===== src/rtl/tx_arbiter.sv =====
// tx_arbiter: round-robin arbiter/sequencer sharing one UART transmitter
// among NUM_REQ byte producers. A byte is taken through a valid/ready handshake,
// held in tx_data, and launched with tx_enable. The block then waits for tx_busy
// to rise and then fall before it grants the next byte.
//
// Optional feature: define TX_ARB_WATCHDOG_EN to abort a launch that never sees
// tx_busy rise within LAUNCH_TIMEOUT cycles. When it is undefined, timeout is tied 0.
//
// Ports:
//   clk        system clock
//   reset      synchronous, active-low reset
//   req_valid  per-requester byte-available flags
//   req_data   packed requester bytes, byte i at [i*DATA_WIDTH +: DATA_WIDTH]
//   req_ready  one-hot combinational accept, only in IDLE
//   tx_enable  registered transmitter enable
//   tx_data    registered byte to transmitter
//   tx_busy    transmitter busy
//   grant_id   index of requester owning the current frame
//   active     high from accept until frame completion
//   timeout    one-cycle watchdog abort pulse
module tx_arbiter #(
  parameter int unsigned NUM_REQ        = 4,
  parameter int unsigned DATA_WIDTH     = 8,
  parameter int unsigned LAUNCH_TIMEOUT = 16384,
  localparam int unsigned ID_W          = $clog2(NUM_REQ)
) (
  input  logic                          clk,
  input  logic                          reset,
  input  logic [NUM_REQ-1:0]            req_valid,
  input  logic [NUM_REQ*DATA_WIDTH-1:0] req_data,
  output logic [NUM_REQ-1:0]            req_ready,
  output logic                          tx_enable,
  output logic [DATA_WIDTH-1:0]         tx_data,
  input  logic                          tx_busy,
  output logic [ID_W-1:0]               grant_id,
  output logic                          active,
  output logic                          timeout
);

  // Reject out-of-range configurations at elaboration.
  if (NUM_REQ < 2 || NUM_REQ > 8 || LAUNCH_TIMEOUT == 0) begin : g_bad_cfg
    $error("tx_arbiter: unsupported parameter set");
  end

  typedef enum logic [1:0] {
    IDLE      = 2'd0,
    LAUNCH    = 2'd1,
    WAIT_DONE = 2'd2
  } state_t;

  state_t          state;
  logic [ID_W-1:0] rr_ptr;
  logic [ID_W-1:0] grant_idx;
  logic [ID_W-1:0] next_ptr;
  logic            grant_found;
  logic            accept;
  logic [31:0]     scan_idx;

`ifdef TX_ARB_WATCHDOG_EN
  localparam int unsigned WD_W = $clog2(LAUNCH_TIMEOUT + 1);
  logic [WD_W-1:0] wd_cnt;
`endif

  // First valid requester scanning upward from rr_ptr, wrapping at NUM_REQ.
  always_comb begin
    grant_found = 1'b0;
    grant_idx   = '0;
    scan_idx    = '0;
    for (int unsigned k = 0; k < NUM_REQ; k++) begin
      scan_idx = (32'(rr_ptr) + k) % NUM_REQ;
      if (!grant_found && req_valid[ID_W'(scan_idx)]) begin
        grant_found = 1'b1;
        grant_idx   = ID_W'(scan_idx);
      end
    end
  end

  assign next_ptr = (grant_idx == ID_W'(NUM_REQ - 1)) ? '0 : grant_idx + ID_W'(1);

  // Reset gates the grant so nothing is consumed while reset is held.
  assign accept    = reset && (state == IDLE) && !tx_busy && grant_found;
  assign req_ready = accept ? (NUM_REQ'(1) << grant_idx) : '0;

`ifndef TX_ARB_WATCHDOG_EN
  assign timeout = 1'b0;
`endif

  // Sequencer: state and all registered outputs.
  always_ff @(posedge clk) begin
    if (!reset) begin
      state     <= IDLE;
      tx_enable <= 1'b0;
      tx_data   <= '0;
      grant_id  <= '0;
      active    <= 1'b0;
      rr_ptr    <= '0;
`ifdef TX_ARB_WATCHDOG_EN
      timeout   <= 1'b0;
      wd_cnt    <= '0;
`endif
    end else begin
`ifdef TX_ARB_WATCHDOG_EN
      timeout <= 1'b0;
`endif
      case (state)
        IDLE: begin
          if (accept) begin
            tx_data   <= req_data[32'(grant_idx)*DATA_WIDTH +: DATA_WIDTH];
            grant_id  <= grant_idx;
            active    <= 1'b1;
            rr_ptr    <= next_ptr;
            tx_enable <= 1'b1;
            state     <= LAUNCH;
`ifdef TX_ARB_WATCHDOG_EN
            wd_cnt    <= '0;
`endif
          end
        end
        LAUNCH: begin
          if (tx_busy) begin
            tx_enable <= 1'b0;
            state     <= WAIT_DONE;
          end
`ifdef TX_ARB_WATCHDOG_EN
          // Abort on the LAUNCH_TIMEOUT-th edge after entry; the byte is dropped.
          else if (wd_cnt == WD_W'(LAUNCH_TIMEOUT - 1)) begin
            tx_enable <= 1'b0;
            active    <= 1'b0;
            timeout   <= 1'b1;
            state     <= IDLE;
          end else begin
            wd_cnt <= wd_cnt + WD_W'(1);
          end
`endif
        end
        WAIT_DONE: begin
          if (!tx_busy) begin
            active <= 1'b0;
            state  <= IDLE;
          end
        end
        default: state <= IDLE;
      endcase
    end
  end

endmodule


===== config.mk =====
export PLATFORM = sky130hd
export DESIGN_NAME = tx_arbiter
export DESIGN_NICKNAME = d
export VERILOG_FILES = /design/src/rtl/tx_arbiter.sv
export SDC_FILE = /design/constraint.sdc
export NUM_CORES = 1
export LEC_CHECK = 0
export BUFFER_PORTS_ARGS = -buffer_cell sky130_fd_sc_hd__buf_2
export CORE_MARGIN = 1
export CORE_UTILIZATION = 39
export DETAILED_ROUTE_END_ITERATION = 8
export GPL_TIMING_DRIVEN = 0
export PLACE_DENSITY = 0.84
export SLEW_MARGIN = 10
export SYNTH_ARGS = -nofsm -noshare
export SYNTH_HDL_FRONTEND = slang
export SYNTH_SLANG_ARGS = --single-unit

===== constraint.sdc =====
create_clock -name clk -period 2.05 [get_ports clk]
set_clock_uncertainty 0.1 [all_clocks]
set_input_delay 0.1025 -clock clk [delete_from_list [all_inputs] [get_ports clk]]
set_output_delay 0.1025 -clock clk [all_outputs]
set_load 0.01 [all_outputs]

==> impl_metrics.py <==
metrics = {
    "power": {
        "vdd_drop_max_uv": 401.1,
        "p_leak_uw": 0.0007619,
        "pwr_density_cell_mw_per_mm2": 546.0,
        "power_uw": 964.7,
    },
    "sta": {
        "finalMaxSlewViolations": 0,
        "setup_viol": 6,
        "finalHoldViolCount": 0,
        "hold_ws_ns": 0.05704,
        "rsz0062_at_grt": "yes",
        "finalSetupTns_ns": -0.5371,
        "worst_slack_ns": -0.1858,
        "max_freq_mhz": 447.3,
        "worstMarginPinSlew_ns": 0.9143,
        "period_minus_slack_ns": 2.236,
        "slew_headroom": 0.3848,
        "finalCritPeriodShare": 1.091,
    },
    "layout": {
        "stdcell_count": 232,
        "fillers": 142,
        "nets": 246,
        "drive_gt1_frac": 0.4755,
        "diodes": 0,
        "postLayoutCellArea_mm2": 0.001767,
        "area_growth_syn_to_layout_pct": 76.72,
    },
    "routing": {
        "top_layer_used": "met4",
        "first_pass_iters": 5,
        "wl_per_cell_um": 19.39,
        "ant_nets": 0,
        "wirelength_um": 4498,
        "drt_iter0_markers": 73,
        "met1_length_um": 1645,
        "wl_met2_um": 2256,
        "via_per_inst": 6.203,
        "met3_length_um": 346,
        "drcViolationCount": 0,
        "via_count": 1439,
    },
    "clock_network": {
        "cts_inserted_buffers": 3,
        "clk_path_buf_depth": 2,
        "cts_num_sinks": 16,
        "htreeDepth": 1,
        "clkLatencyLatePin_ns": 0.29,
        "cts_tree": "done",
        "cts.clk_slew.worst_paths_ns": 0.11,
        "cts_root_buf": "clkbuf_4",
    },
    "die": {
        "die_width_um": 52.63,
        "die_y_um": 52.63,
        "num_rows": 17,
        "ios": 56,
        "core_area_mm2": 0.002318,
        "die_area_mm2": 0.002770,
        "start_util": 0.4312,
    },
    "logic_synthesis": {
        "synth.distinct_cells": 34,
        "yosysTopAreaCellShare": 0.3204,
        "synth_edf_count": 0,
        "synthTopCellsByArea": "dfxtp_1, nor4b_1, nand2_1",
        "syn_area_um2": 999.7,
        "synth-simple-area-share": 0.2728,
        "synth_commonest_cells": "nand2_1, dfxtp_1, o21ai_0",
        "synth_area_per_cell_um2": 8.401,
        "synth-seq-area-share": 0.3204,
        "synth_top_family_by_area": "compound AO/OA/AOI/OAI gates",
        "syn_nets": 159,
        "async_reset_ff_frac": 0,
        "synth_compound_area_frac": 0.2791,
        "synth_xor_area_frac": 0.008761,
        "synth_area_leader_cell": "dfxtp_1",
        "yosysMostFrequentCell": "nand2_1",
        "synth-warning-count": 0,
        "synthFlopType": "dfxtp_1",
        "synth_mux_area_frac": 0.03004,
        "synthAdderAreaFrac": 0.01252,
        "synth_cells": 119,
        "synth_seq_cells": 16,
    },
    "setup_path": {
        "reg2reg_slack_ns": -0.02,
        "worstPathArrival_ns": 2.03,
        "startpoint": "req_valid[0]",
        "cp-endpoint": "req_ready[0]",
        "cp-end-kind": "output port",
        "critPathLaunchType": "input port",
        "worstSetupPathType": "input port to output port",
        "crit_fanout": 10,
        "worstPathRequired_ns": 1.85,
        "r2r-start": "rr_ptr[1]$_SDFFE_PN0P_",
        "reg2reg_to": "tx_data[0]$_SDFFE_PN0P_",
        "worstRegToRegCells": 6,
    },
    "placed_design": {
        "dp_cells": 201,
        "place_area_mm2": 0.001305,
        "numPortBuffers": 54,
        "hpwl_um": 2154,
        "gp_congestion": 0.7799,
    },
    "grt": {
        "grt_pass1_vias": 1343,
        "antenna_found_initial": 0,
        "grt_start_max_net_pins": 11,
        "gr-usage-all-layers": 0.2973,
        "grt_overflow": 0,
        "grt_pass1_wl_um": 5913,
    },
    "outcome": {
        "outcome": "finished with violations",
        "violations": "negative setup slack",
    },
    "run": {
        "cap_violations": 0,
    },
    "min_path": {
        "hp-class": "input port to flip-flop",
    },
}
==> metrics by stage <==
| stage | utilization | setup slack, ns |
|---|---|---|
| global route | 0.7620 | -0.2429 |
| detailed placement | 0.5629 | -0.1201 |
| CTS | 0.7161 | -0.1375 |
| finish | 0.7620 | -0.1858 |
| floorplan | - | 0.1111 |
| global placement | 0.5629 | -0.06013 |
==> cell families after synthesis <==
logic type,Yosys count
mux,3
simple gates,49
compound gates,36
fa+ha+maj,1
buf+inv,12
other cells,1
flops,16
xor+xnor,1
==> timing repair <==
| action | CTS | global route |
|---|---|---|
| setup endpoints to repair | 13 | 12 |
| setup buffers | 9 | 4 |
| pin swaps | 4 | 7 |
| endpoints found under the hold margin | 9 | 0 |
| gates cloned | 0 | 0 |
| hold buffers | 17 | 0 |
| gates resized for setup | 21 | 23 |
==> cell type report <==
class | count | area, um2 | area share
repair buffers | 84 | 560.5 | 0.3173
well taps | 28 | 35.03 | 0.01983
plain buffers | 6 | 41.29 | 0.02337
multi-input cells | 91 | 763.2 | 0.4320
inverters | 4 | 20.02 | 0.01133
clock buffers | 3 | 22.52 | 0.01275
flip-flops and latches | 16 | 324.1 | 0.1834
==> how the worst min path moves through the flow <==
stage	from	endpoint	depth (start not counted)
6_report	reset	tx_data[3]$_SDFFE_PN0P_	3
5_1_grt	reset	tx_data[3]$_SDFFE_PN0P_	3
4_1_cts	reset	tx_data[3]$_SDFFE_PN0P_	3
3_5_place_dp	req_data[19]	tx_data[3]$_SDFFE_PN0P_	3
3_3_place_gp	tx_busy	state[0]$_SDFFE_PN0P_	2
2_1_floorplan	tx_busy	state[0]$_SDFFE_PN0P_	1
==> routing by layer <==
layer	global-route usage	up-vias
met2	0.5148	114
met5	0	-
met3	0.04638	30
met1	0.3316	670
met4	0.1930	0
li1	-	625
==> worst max-delay path, stage by stage <==
cell	delay, ns
buf_2	0.14
nor4_1	0.80
nor3_2	0.10
nand3b_1	0.21
buf_2	0.38
nor3_1	0.12
buf_2	0.17
==> cell usage in the layout (no fill, tap or decap), drive strengths merged <==
master	Yosys	final
and2	1	1
a2111oi	8	8
a21oi	5	5
o21a	1	1
nor3	4	4
and3	2	2
nand3b	1	1
dfxtp	16	16
dlygate4sd3	0	17
a311oi	8	8
clkbuf	3	5
buf	5	71
o21ai	11	11
inv	4	3
o22a	1	1
nand2	19	19
nor4	2	2
nand2b	1	1
nor2b	2	2
or3	1	1
o211a	2	2
or4	1	1
mux2i	3	3
nor2	6	6
clkinv	0	1
ha	1	1
nor4b	9	9
conb	1	1
xor2	1	1
==> registers in the layout (all words and copies together), names as in the netlist <==
signal	cells
tx_data	8
grant_id	2
rr_ptr	2
state	2
active	1
tx_enable	1
==> report_power, final <==
part / total (uW) / internal (uW) / leakage [uW] / switching, uW
clock network: 172 / 68.2 / 0.0000138 / 104
registers: 366 / 341 / 0.000133 / 25.4
logic: 427 / 204 / 0.000615 / 224
total: 965 / 612 / 0.000762 / 352
Note: power is estimated with default switching activity, not from simulation.
